==> config.mk <==
export PLATFORM = sky130hd
export DESIGN_NAME = siso_seq_flat
export DESIGN_NICKNAME = d
export VERILOG_FILES = /design/src/rtl/siso_seq_pkg.sv /design/src/rtl/siso_seq_if.sv /design/src/rtl/siso_seq_cnt.sv /design/src/rtl/siso_seq.sv /design/src/flat_wrapper.sv
export SDC_FILE = /design/constraint.sdc
export NUM_CORES = 1
export LEC_CHECK = 0
export ABC_CLOCK_PERIOD_IN_PS = 3230
export CORE_AREA = 2 2 50 64
export DETAILED_ROUTE_END_ITERATION = 6
export DIE_AREA = 0 0 52 66
export PLACE_DENSITY = 0.79
export SYNTH_ARGS = -nofsm -noshare
export SYNTH_HDL_FRONTEND = slang
export SYNTH_SLANG_ARGS = --single-unit
export TNS_END_PERCENT = 1
==> constraint.sdc <==
create_clock -name clk -period 3.23 [get_ports clk]
set_input_delay 0.969 -clock clk [delete_from_list [all_inputs] [get_ports clk]]
set_output_delay 0.969 -clock clk [all_outputs]
set_load 0.005 [all_outputs]
==> src/rtl/siso_seq_pkg.sv <==
// Shared types and elaboration helpers for the SISO chain sequencer.
package siso_seq_pkg;

  typedef enum logic [1:0] {
    IDLE  = 2'd0,
    SHIFT = 2'd1,
    FLUSH = 2'd2,
    HOLD  = 2'd3
  } state_t;

  // Minimum bit count able to hold 0..n-1; never less than one bit.
  function automatic int clog2(input int n);
    int r;
    r = 1;
    for (int i = 1; i < 31; i++) begin
      if ((32'sd1 << i) < n) begin
        r = i + 1;
      end
    end
    return r;
  endfunction

  // Map a serial position onto a word bit index for the chosen bit order.
  function automatic int order_pos(input int pos, input int width, input logic msb_first);
    return msb_first ? (width - 1 - pos) : pos;
  endfunction

endpackage

==> src/rtl/siso_seq_if.sv <==
// Parallel handshakes plus chain-control bundle of siso_seq.
// Optional mismatch flag appears when SISO_SEQ_CHECK_EN is defined.
interface siso_seq_if #(
  parameter int WIDTH = 8
);
  logic [WIDTH-1:0] in_data;
  logic             in_valid;
  logic             in_ready;
  logic             sr_en;
  logic             sr_din;
  logic             sr_dout;
  logic [WIDTH-1:0] out_data;
  logic             out_valid;
  logic             out_ready;
  logic             busy;
`ifdef SISO_SEQ_CHECK_EN
  logic             mismatch;
`endif

  modport slave (
    input  in_data, in_valid, sr_dout, out_ready,
    output in_ready, sr_en, sr_din, out_data, out_valid,
`ifdef SISO_SEQ_CHECK_EN
    output mismatch,
`endif
    output busy
  );

  modport master (
    output in_data, in_valid, sr_dout, out_ready,
    input  in_ready, sr_en, sr_din, out_data, out_valid,
`ifdef SISO_SEQ_CHECK_EN
    input  mismatch,
`endif
    input  busy
  );

endinterface

==> src/rtl/siso_seq_cnt.sv <==
// Phase counter k for the SHIFT/FLUSH span; wraps to 0 after its last phase.
module siso_seq_cnt #(
  parameter int WIDTH = 8,
  parameter int DEPTH = 4,
  parameter int CW    = 4
) (
  input  logic          clk,
  input  logic          rst,
  input  logic          i_clr,
  input  logic          i_en,
  output logic [CW-1:0] o_k,
  output logic          o_last_w,
  output logic          o_last
);

  localparam logic [CW-1:0] K_LAST_W = CW'(WIDTH - 1);
  localparam logic [CW-1:0] K_LAST   = CW'(WIDTH + DEPTH - 1);

  logic [CW-1:0] r_k;

  // Phase register: cleared outside the enable span, wraps after the final flush phase.
  always_ff @(posedge clk or posedge rst) begin
    if (rst) begin
      r_k <= {CW{1'b0}};
    end else if (i_clr) begin
      r_k <= {CW{1'b0}};
    end else if (i_en) begin
      if (r_k == K_LAST) begin
        r_k <= {CW{1'b0}};
      end else begin
        r_k <= r_k + CW'(1);
      end
    end
  end

  assign o_k      = r_k;
  assign o_last_w = (r_k == K_LAST_W);
  assign o_last   = (r_k == K_LAST);

endmodule

==> src/rtl/siso_seq.sv <==
// Sequencer that streams a word through an external SISO chain and captures it back.
// Build option: SISO_SEQ_CHECK_EN adds the sent-vs-captured mismatch flag.
module siso_seq
  import siso_seq_pkg::*;
#(
  parameter int WIDTH     = 8,
  parameter int DEPTH     = 4,
  parameter int MSB_FIRST = 1
) (
  input logic       clk,
  input logic       rst,
  siso_seq_if.slave bus
);

  localparam int CW = clog2(WIDTH + DEPTH);

  state_t           r_state;
  state_t           w_state_nxt;
  logic [CW-1:0]    w_k;
  logic             w_last_w;
  logic             w_last;
  logic             w_run;
  logic             w_accept;
  logic             w_done;
  logic [CW-1:0]    r_ph;
  logic [WIDTH-1:0] r_send;
  logic [WIDTH-1:0] r_cap;
  logic [WIDTH-1:0] w_cap_nxt;
  logic [WIDTH-1:0] w_cap_mask;
  logic [WIDTH-1:0] w_shifted;
  logic             w_send_bit;
  logic             w_cap_en;
  int               w_din_pos;
  int               w_cap_pos;
  logic             r_in_ready;
  logic             r_sr_en;
  logic             r_sr_din;
  logic             r_out_valid;
  logic             r_busy;

  assign w_run = (r_state == SHIFT) || (r_state == FLUSH);

  siso_seq_cnt #(
    .WIDTH (WIDTH),
    .DEPTH (DEPTH),
    .CW    (CW)
  ) u_cnt (
    .clk      (clk),
    .rst      (rst),
    .i_clr    (!w_run),
    .i_en     (w_run),
    .o_k      (w_k),
    .o_last_w (w_last_w),
    .o_last   (w_last)
  );

  // State register.
  always_ff @(posedge clk or posedge rst) begin
    if (rst) begin
      r_state <= IDLE;
    end else begin
      r_state <= w_state_nxt;
    end
  end

  // Next-state decode with accept/complete strobes.
  always_comb begin
    w_state_nxt = r_state;
    w_accept    = 1'b0;
    w_done      = 1'b0;
    case (r_state)
      IDLE: begin
        if (bus.in_valid && r_in_ready) begin
          w_accept    = 1'b1;
          w_state_nxt = SHIFT;
        end else begin
          w_state_nxt = IDLE;
        end
      end
      SHIFT: begin
        if (w_last_w) begin
          w_state_nxt = FLUSH;
        end else begin
          w_state_nxt = SHIFT;
        end
      end
      FLUSH: begin
        if (w_last) begin
          w_state_nxt = HOLD;
        end else begin
          w_state_nxt = FLUSH;
        end
      end
      HOLD: begin
        if (r_out_valid && bus.out_ready) begin
          w_done      = 1'b1;
          w_state_nxt = IDLE;
        end else begin
          w_state_nxt = HOLD;
        end
      end
      default: begin
        w_state_nxt = IDLE;
      end
    endcase
  end

  // Serial bit selection and capture merge. Outputs trail the phase counter by
  // one register, so r_ph names the phase of the enable cycle now on the chain.
  always_comb begin
    w_din_pos  = order_pos(int'(w_k), WIDTH, MSB_FIRST != 0);
    w_shifted  = r_send >> w_din_pos;
    w_send_bit = w_shifted[0];
    w_cap_en   = r_sr_en && (int'(r_ph) >= DEPTH);
    w_cap_pos  = order_pos(int'(r_ph) - DEPTH, WIDTH, MSB_FIRST != 0);
    if (w_cap_en) begin
      w_cap_mask = WIDTH'(1) << w_cap_pos;
    end else begin
      w_cap_mask = {WIDTH{1'b0}};
    end
    w_cap_nxt = (r_cap & ~w_cap_mask) | (w_cap_mask & {WIDTH{bus.sr_dout}});
  end

  // Registered datapath and handshake outputs.
  always_ff @(posedge clk or posedge rst) begin
    if (rst) begin
      r_send      <= {WIDTH{1'b0}};
      r_cap       <= {WIDTH{1'b0}};
      r_ph        <= {CW{1'b0}};
      r_in_ready  <= 1'b0;
      r_sr_en     <= 1'b0;
      r_sr_din    <= 1'b0;
      r_out_valid <= 1'b0;
      r_busy      <= 1'b0;
    end else begin
      if (w_accept) begin
        r_send <= bus.in_data;
      end
      r_cap      <= w_cap_nxt;
      r_ph       <= w_k;
      r_sr_en    <= w_run;
      r_sr_din   <= (r_state == SHIFT) ? w_send_bit : 1'b0;
      r_in_ready <= (w_state_nxt == IDLE);
      r_busy     <= (w_state_nxt != IDLE);
      // The last enable cycle is still on the chain when HOLD is entered.
      if (w_done) begin
        r_out_valid <= 1'b0;
      end else if ((r_state == HOLD) && r_sr_en) begin
        r_out_valid <= 1'b1;
      end
    end
  end

`ifdef SISO_SEQ_CHECK_EN
  logic r_mismatch;

  // Compare flag, sampled alongside the final captured bit.
  always_ff @(posedge clk or posedge rst) begin
    if (rst) begin
      r_mismatch <= 1'b0;
    end else if (w_done) begin
      r_mismatch <= 1'b0;
    end else if ((r_state == HOLD) && r_sr_en) begin
      r_mismatch <= (w_cap_nxt != r_send);
    end
  end

  assign bus.mismatch = r_mismatch;
`endif

  assign bus.in_ready  = r_in_ready;
  assign bus.sr_en     = r_sr_en;
  assign bus.sr_din    = r_sr_din;
  assign bus.out_data  = r_cap;
  assign bus.out_valid = r_out_valid;
  assign bus.busy      = r_busy;

endmodule

==> src/flat_wrapper.sv <==
// flat-port wrapper written by rule: the top's interface ports become plain ports
module siso_seq_flat import siso_seq_pkg::*;
#(
  parameter int WIDTH     = 8,
  parameter int DEPTH     = 4,
  parameter int MSB_FIRST = 1
)
  (clk, rst, bus_in_data, bus_in_valid, bus_sr_dout, bus_out_ready, bus_in_ready, bus_sr_en, bus_sr_din, bus_out_data, bus_out_valid, bus_busy);
  siso_seq_if #(.WIDTH(WIDTH)) bus_i ();
  input logic clk;
  input logic rst;
  input wire logic [$bits(bus_i.in_data)-1:0] bus_in_data;
  input wire logic [$bits(bus_i.in_valid)-1:0] bus_in_valid;
  input wire logic [$bits(bus_i.sr_dout)-1:0] bus_sr_dout;
  input wire logic [$bits(bus_i.out_ready)-1:0] bus_out_ready;
  output wire logic [$bits(bus_i.in_ready)-1:0] bus_in_ready;
  output wire logic [$bits(bus_i.sr_en)-1:0] bus_sr_en;
  output wire logic [$bits(bus_i.sr_din)-1:0] bus_sr_din;
  output wire logic [$bits(bus_i.out_data)-1:0] bus_out_data;
  output wire logic [$bits(bus_i.out_valid)-1:0] bus_out_valid;
  output wire logic [$bits(bus_i.busy)-1:0] bus_busy;
  assign bus_i.in_data = bus_in_data;
  assign bus_i.in_valid = bus_in_valid;
  assign bus_i.sr_dout = bus_sr_dout;
  assign bus_i.out_ready = bus_out_ready;
  assign bus_in_ready = bus_i.in_ready;
  assign bus_sr_en = bus_i.sr_en;
  assign bus_sr_din = bus_i.sr_din;
  assign bus_out_data = bus_i.out_data;
  assign bus_out_valid = bus_i.out_valid;
  assign bus_busy = bus_i.busy;
  siso_seq #(.WIDTH(WIDTH), .DEPTH(DEPTH), .MSB_FIRST(MSB_FIRST)) u_core (.clk(clk), .rst(rst), .bus(bus_i));
endmodule
After elaboration in Yosys (flattened, before gate mapping)
Index checks and enable logic that the tools add are counted.
{ "classes": {"addsub": 4, "magnitude_cmp": 1, "n_eq_ne": 5, "shift": 2, "n_mux": 15, "bitwise": 4, "n_reduce_logical": 9} }
{ "op_table": {"columns": ["op", "count"], "rows": [
  ["<< shifter 1 x 32 -> 8 bit, first input constant", 1],
  ["right shift 8 x 32 -> 1 bit", 1],
  ["subtractor 4 x 32 -> 32 bit, first input constant", 1],
  ["bitwise AND 8 bit", 2],
  ["2-to-1 mux 1 bit", 9],
  ["2-to-1 mux 4 bit", 2],
  ["2-to-1 mux 8 bit", 1],
  ["inverter 8 bit", 1],
  ["OR 8 bit", 1],
  ["one-hot mux 2 bit (4 select lines)", 1],
  ["subtractor 3 x 4 -> 5 bit, first input constant", 1],
  ["subtractor 4 x 3 -> 5 bit, second input constant", 1],
  ["adder 4 x 1 -> 4 bit, second input constant", 1],
  ["== test 2 bit, second input constant", 2],
  ["== test 4 x 3 -> 1 bit, second input constant", 1],
  ["== test 4 bit, second input constant", 1],
  ["greater-or-equal comparator 4 x 3 -> 1 bit, second input constant", 1],
  ["logical AND 1 bit", 4],
  ["zero test 2 bit", 2],
  ["2-to-1 mux 2 bit", 2],
  ["nonzero test 2 bit", 2],
  ["== test 2 x 1 -> 1 bit, second input constant", 1],
  ["logical OR 1 bit", 1]
]} }
{ "word_totals": {"ff_bits": 31, "output_inout_bits": 13, "word_cells": 50} }

Depth between registers and ports, before layout
Gate-level depths: netlist of the first run.
{ "depth": {"ltp_word": 7, "ltp_mapped": 5, "ltp_nobuf": 5} }

Modules after synthesis
A second synthesis of the first run with hierarchy kept.
{ "hier_totals": {"cells_unflattened": 115, "hier_area_um2": 1422.6} }
{ "modules_own_cells": {"columns": ["mod", "instances", "cells_per_inst", "area_per_inst_um2", "seq_area_each_um2"], "rows": [
  ["siso_seq", 1, 91, 1201.2, 675.6],
  ["siso_seq_cnt", 1, 24, 221.5, 100.1]
]} }

Worst setup path before layout of the first run
Ideal clock, no wire load.
{ "synth_timing": {"path_type": "register to register", "startpoint": "reg u_core.r_ph[2]", "endpoint": "reg with a tool-made name", "setup_time_ps": 128, "arrival_time_ps": 1778, "required_time_ps": 3102, "path_slack_ps": 1324, "stages_incl_launch_ff": 6, "period_less_slack_ps": 1906, "cell_sequence": "dfrtp_1 -> inv_1 -> ha_1 -> nand4bb_4 -> a2111oi_4 -> mux2_1"} }
{ "synth_lines": {"columns": ["item", "line_no", "text"], "rows": [
  ["start, declared", "siso_seq.sv:25", "logic [CW-1:0] r_ph;"],
  ["start signal, assigned", "siso_seq.sv:129", "r_ph <= {CW{1'b0}};"],
  ["start signal, assigned", "siso_seq.sv:140", "r_ph <= w_k;"]
]} }

Worst setup path in the final report of the first run
{ "layout_timing": {"startpoint": "reg u_core.r_sr_en (netlist: u_core.bus.sr_en)", "endpoint": "out bus_sr_en"} }
{ "layout_lines": {"columns": ["item", "line_no", "text"], "rows": [
  ["start, declared", "siso_seq.sv:36", "logic r_sr_en;"],
  ["start signal, assigned", "siso_seq.sv:141", "r_sr_en <= w_run;"],
  ["end, declared", "flat_wrapper.sv:17", "output wire logic [$bits(bus_i.sr_en)-1:0] bus_sr_en;"]
]} }
No word-level cell between the ends.

==> flow_metrics.env, run 1 <==
export IMPL_status="complete, no violations"
export IMPL_seq_area_frac_synth_pct=52.2
export IMPL_maxCapViolations=0
export IMPL_path_class="reg2out"
export IMPL_rows=22
export IMPL_crit_family="buffers and inverters"
export IMPL_max_slew_margin_pct=70.5
export IMPL_dieHeight_um=66
export IMPL_cp_required_ns=2.26
export IMPL_power_density_nw_per_um2=654
export IMPL_fin_crit_ns=2.35
export IMPL_synth_cells=107
export IMPL_power_frac_comb_pct=25.5
export IMPL_power_mw=1.22
export IMPL_nFillCells=215
export IMPL_grt_usage_pct=18.8
export IMPL_gr_total_overflow=0
export IMPL_hold_path_class="reg2reg"
export IMPL_crit_path_end_kind="output pin"
export IMPL_path_clk_slew_ns=0.10
export IMPL_fmax_ghz=0.426
export IMPL_ctsHoldBuffers=0
export IMPL_start_kind="flip-flop"
export IMPL_seq_area_um2=776
export IMPL_seqPwrFrac_pct=49.0
export IMPL_grt_setup_unrepaired="no"
export IMPL_nets=158
export IMPL_die_area_um2=3430
export IMPL_finClkSkew_ns=0.00827
export IMPL_root_buffer="clkbuf_4"
export IMPL_synth_top_area_share_pct=52.2
export IMPL_fin_tns_setup_ns=0
export IMPL_viasPerCell=5.48
export IMPL_synth_area_leaders="dfrtp_1, mux2_2, ha_1, a2111oi_4, nand4bb_4"
export IMPL_slowest_stage="clkdlybuf4s50_1"
export IMPL_maxSlewViolCount=0
export IMPL_post_dp_hpwl_um=1970
export IMPL_cpPeakStageDelay_ns=0.55
export IMPL_wl_per_cell_um=15.1
export IMPL_yosysTopAreaCell="dfrtp_1"
export IMPL_synth_edff_count=0
export IMPL_postPlaceCellArea_um2=1770
export IMPL_postSynthAreaPerCell_um2=13.9
export IMPL_antenna_cells=0
export IMPL_crit_path_max_fanout=4
export IMPL_htreeDepth=2
export IMPL_antenna_found_initial=0
export IMPL_grt_first_pass_wirelength_um=4550
export IMPL_detail_route_antenna_nets=0
export IMPL_worst_path_buf_inv=1
export IMPL_cts_buffer_depth=2
export IMPL_post_route_cells_drive_above_1_share_pct=21.0
export IMPL_setup_viol=0
export IMPL_yosysWarnings=0
export IMPL_ctsResizeCount=0
export IMPL_fp_dieW_um=52
export IMPL_clk_latency_ns=0.32
export IMPL_drtIter0Drc=18
export IMPL_routed_wl_um=2630
export IMPL_drcViolationCount=0
export IMPL_netlist_area_um2=1490
export IMPL_clkPwrFrac_pct=25.5
export IMPL_ys_types=31
export IMPL_final_hold_viol_count=0
export IMPL_peakVddDrop_v=0.000469
export IMPL_multi_input_area_um2=676
export IMPL_drt_pass1_iter_count=4
export IMPL_syn_nets=128
export IMPL_io_buffers=25
export IMPL_cts_buffers=5
export IMPL_internal_power_uw=874
export IMPL_grt_max_degree=32
export IMPL_worst_slack_ns=0.883
export IMPL_leakagePower_nw=0.786
export IMPL_cts_tree="yes"
export IMPL_p_sw_uw=342
export IMPL_pre_cts_slack_ns=0.948
export IMPL_initial_core_util_pct=52.4
export IMPL_path_cells="clkdlybuf4s50_1"
export IMPL_clock_sinks=31
export IMPL_tightestPinTransition_ns=0.441
export IMPL_post_cts_buffers=0
export IMPL_core_area_um2=2840
export IMPL_via_count=953
export IMPL_design_area_um2=1860
export IMPL_switching_share_pct=28.1
export IMPL_period_share_pct=72.7
export IMPL_synthFlopType="dfrtp_1"
export IMPL_synthToLayoutAreaGrowth_pct=25.2
export IMPL_worst_ep_arrival_time_ns=1.38
export IMPL_synth_seq_cells=31
export IMPL_async_reset_ff_share_pct=100
export IMPL_grt_pass1_vias=1016
export IMPL_gp_congestion=0.719
export IMPL_ioPinCount=26
-- power groups by stage --
| stage | registers [mW] | clock network, mW | logic, mW |
|---|---|---|---|
| floorplan | 0.570 | 0 | 0.221 |
| global placement | 0.594 | 0 | 0.303 |
| detailed placement | 0.602 | 0 | 0.313 |
| CTS | 0.597 | 0.318 | 0.319 |
| global route | 0.613 | 0.340 | 0.342 |
| finish | 0.596 | 0.310 | 0.311 |
-- cell type report --
class | instances | area share, %
Sequential cell | 31 | 41.7
Multi-Input combinational cell | 68 | 36.3
Timing Repair Buffer | 26 | 13.9
Clock buffer | 6 | 2.76
Tap cell | 36 | 2.42
Clock inverter | 2 | 1.88
Inverter | 5 | 1.01
-- stage by stage --
step | hold slack [ns] | util [%] | instances
6_report | 0.492 | 65.6 | 174
5_1_grt | 0.534 | 65.6 | 174
4_1_cts | 0.496 | 65.6 | 174
3_5_place_dp | 0.474 | 62.5 | 166
3_3_place_gp | 0.469 | 62.5 | 166
2_1_floorplan | 0.349 | - | 107
-- kinds of logic after synthesis --
| logic type | share of synthesized area (%) |
|---|---|
| multiplexers | 15.0 |
| AND/OR/NAND/NOR | 13.5 |
| buffers and inverters | 2.27 |
| flip-flops | 52.2 |
| AO/OA/AOI/OAI | 10.3 |
| adder cells (fa/ha/maj) | 6.74 |
-- cells in the final DEF, fill, tap and decap left out, drive strengths merged --
cell | synthesis | final
nor2b | 2 | 2
mux4 | 1 | 1
nand3 | 3 | 3
nand4b | 2 | 2
mux2 | 16 | 16
buf | 3 | 1
o2111a | 1 | 1
dfrtp | 31 | 31
nand2 | 1 | 1
nand2b | 3 | 3
clkinv | 0 | 1
a222oi | 1 | 1
and3 | 1 | 1
nor4b | 2 | 2
a21oi | 3 | 3
a31oi | 1 | 1
o21ai | 2 | 2
and3b | 1 | 1
clkbuf | 0 | 6
nand3b | 3 | 3
ha | 8 | 8
a2111oi | 2 | 2
nor2 | 3 | 3
inv | 5 | 5
and2 | 1 | 1
o21a | 3 | 3
nor3b | 2 | 2
clkdlybuf4s50 | 0 | 25
a211oi | 3 | 3
nand4bb | 1 | 1
bufinv | 0 | 1
mux2i | 2 | 2
-- worst paths after layout --
| check | end | from | cells after the start | slack [ns] |
|---|---|---|---|---|
| setup reg to reg | flip-flop | u_core.r_ph[2] | 5 | 1.15 |
| hold reg to reg | flip-flop | flip-flop | 1 | 0.49 |
| hold / removal | flip-flop | flip-flop | 1 | 0.49 |
| setup / recovery | bus_sr_en | u_core.bus.sr_en | 1 | 0.88 |
| min in group asynchronous | u_core.bus.out_valid | rst | 3 | 1.01 |
| max in group asynchronous | u_core.r_send[6] | rst | 3 | 1.93 |
-- synth_stat cells (2+ instances only) --
| cell type | count |
|---|---|
| nor3b_1 | 2 |
| a211oi_1 | 3 |
| nor4b_1 | 2 |
| nor2b_1 | 2 |
| nor2_1 | 3 |
| buf_2 | 3 |
| mux2_2 | 14 |
| nand2b_1 | 2 |
| mux2_1 | 2 |
| o21ai_0 | 2 |
| dfrtp_1 | 31 |
| nand3b_1 | 3 |
| nand3_1 | 3 |
| a21oi_1 | 3 |
| inv_1 | 5 |
| a2111oi_4 | 2 |
| mux2i_1 | 2 |
| o21a_1 | 3 |
| ha_1 | 8 |
-- metal layers --
metal  vias up  wire [um]  share of wire (%)  global-route usage, %
met3         2        115                4.4                   5.43
met1       473        929                 35                   18.1
met4         0          9               0.34                   5.92
li1        452          -                  -                      -
met2        26       1580                 60                   36.6
met5         -          0                  0                      0
(Power assumes the default switching activity.)
==> run 2: changes to the inputs <==
- ABC_CLOCK_PERIOD_IN_PS: 3230 -> 2500
- CORE_AREA: 2 2 50 64 -> 2 2 52 66
- DIE_AREA: 0 0 52 66 -> 0 0 54 68
- PLACE_DENSITY: 0.79 -> 0.75
- clock period: 3.23 -> 2.5 ns (I/O delays scaled with it)
==> flow_metrics.env, run 2 (same netlist as run 1, synthesis figures left out) <==
export IMPL_status="complete, no violations"
export IMPL_setup_viol=0
export IMPL_ioPinCount=26
export IMPL_grt_setup_unrepaired="no"
export IMPL_io_buffers=25
export IMPL_grt_pass1_vias=960
export IMPL_core_area_um2=3110
export IMPL_ctsHoldBuffers=0
export IMPL_cp_required_ns=2.67
export IMPL_drtIter0Drc=8
export IMPL_cts_buffer_depth=2
export IMPL_dieHeight_um=68
export IMPL_rows=23
export IMPL_clkPwrFrac_pct=30.0
export IMPL_worst_ep_arrival_time_ns=2.29
export IMPL_die_area_um2=3670
export IMPL_power_density_nw_per_um2=885
export IMPL_drt_pass1_iter_count=4
export IMPL_crit_path_max_fanout=9
export IMPL_detail_route_antenna_nets=0
export IMPL_maxSlewViolCount=0
export IMPL_antenna_found_initial=0
export IMPL_fp_dieW_um=54
export IMPL_power_frac_comb_pct=24.1
export IMPL_via_count=958
export IMPL_fin_tns_setup_ns=0
export IMPL_wl_per_cell_um=15.2
export IMPL_nets=158
export IMPL_p_sw_uw=457
export IMPL_initial_core_util_pct=47.8
export IMPL_post_route_cells_drive_above_1_share_pct=21.0
export IMPL_finClkSkew_ns=0.00696
export IMPL_ctsResizeCount=0
export IMPL_switching_share_pct=27.3
export IMPL_viasPerCell=5.47
export IMPL_post_cts_buffers=0
export IMPL_seqPwrFrac_pct=46.0
export IMPL_path_clk_slew_ns=0.07
export IMPL_start_kind="flip-flop"
export IMPL_htreeDepth=2
export IMPL_synthToLayoutAreaGrowth_pct=27.4
export IMPL_internal_power_mw=1.22
export IMPL_rrSetupSlack_ns=0.38
export IMPL_postPlaceCellArea_um2=1770
export IMPL_min_path_cells=1
export IMPL_antenna_cells=0
export IMPL_maxCapViolations=0
export IMPL_final_cell_mix="dfrtp_1, clkdlybuf4s50_1, mux2_2"
export IMPL_root_buffer="clkbuf_8"
export IMPL_routed_wl_um=2650
export IMPL_gr_total_overflow=0
export IMPL_final_common_cell="dfrtp_1"
export IMPL_gp_congestion=0.657
export IMPL_clk_latency_ns=0.28
export IMPL_path_class="reg2reg"
export IMPL_cts_buffers=5
export IMPL_peakVddDrop_v=0.000859
export IMPL_clock_sinks=31
export IMPL_fin_crit_ns=2.12
export IMPL_fmax_ghz=0.472
export IMPL_leakagePower_nw=0.799
export IMPL_post_dp_hpwl_um=2020
export IMPL_crit_path_end_kind="flip-flop"
export IMPL_period_share_pct=84.7
export IMPL_grt_usage_pct=17.2
export IMPL_design_area_um2=1890
export IMPL_cts_tree="yes"
export IMPL_rr_worst_depth=5
export IMPL_hold_path_class="reg2reg"
export IMPL_timing_rr_start="u_core.r_ph[2]"
export IMPL_grt_first_pass_wirelength_um=4350
export IMPL_max_slew_margin_pct=71.0
export IMPL_drcViolationCount=0
export IMPL_tightestPinTransition_ns=0.434
export IMPL_grt_max_degree=32
export IMPL_final_hold_viol_count=0
run 2: through the flow:
stage	setup WS [ns]	hold slack [ns]	util [%]	instances	total power, mW
final	0.383	0.489	60.9	175	1.67
after global routing	0.232	0.525	60.9	175	1.78
after CTS	0.333	0.494	60.9	175	1.70
after detailed placement	0.378	0.479	57.1	167	1.19
after global placement	0.476	0.470	57.1	167	1.16
after floorplan	0.594	0.349	-	107	1.02
run 2: worst max-delay path by stage:
stage                   startpoint               end  slack, ns  depth (start not counted)
global route        u_core.r_ph[2]         flip-flop       0.23                          5
CTS                 u_core.r_ph[2]         flip-flop       0.33                          5
finish              u_core.r_ph[2]         flip-flop       0.38                          5
floorplan           u_core.r_ph[2]         flip-flop       0.59                          5
detailed placement  u_core.r_ph[2]         flip-flop       0.38                          5
global placement      bus_in_valid  u_core.r_send[7]       0.48                          3
run 2: final cells by class:
class,count,area [um2]
sequential,31,776
inverter,5,18.8
clock buffer,6,82.6
clock inverter,2,35.0
fill,268,1220
timing repair buffer,26,258
tap,37,46.3
multi-input combinational,68,676
run 2: critical path, stage by stage (launching register included):
cell and delay (ns):
dfrtp_1 0.59, inv_1 0.09, ha_1 0.40, nand4b_4 0.17, nor4b_1 0.38, mux2_2 0.38
run 2: power groups by stage:
stage | logic [mW] | clock network, mW | registers [mW]
2_1_floorplan | 0.285 | 0 | 0.737
3_3_place_gp | 0.392 | 0 | 0.768
3_5_place_dp | 0.409 | 0 | 0.780
4_1_cts | 0.413 | 0.513 | 0.771
5_1_grt | 0.444 | 0.548 | 0.789
6_report | 0.403 | 0.502 | 0.769
run 2: layer usage:
metal	routed length, um	GRT usage (%)	share of wire, %
met5	0	0	0
met4	44	7.50	1.7
met3	143	5.90	5.4
met2	1470	31.7	56
met1	992	17.0	37
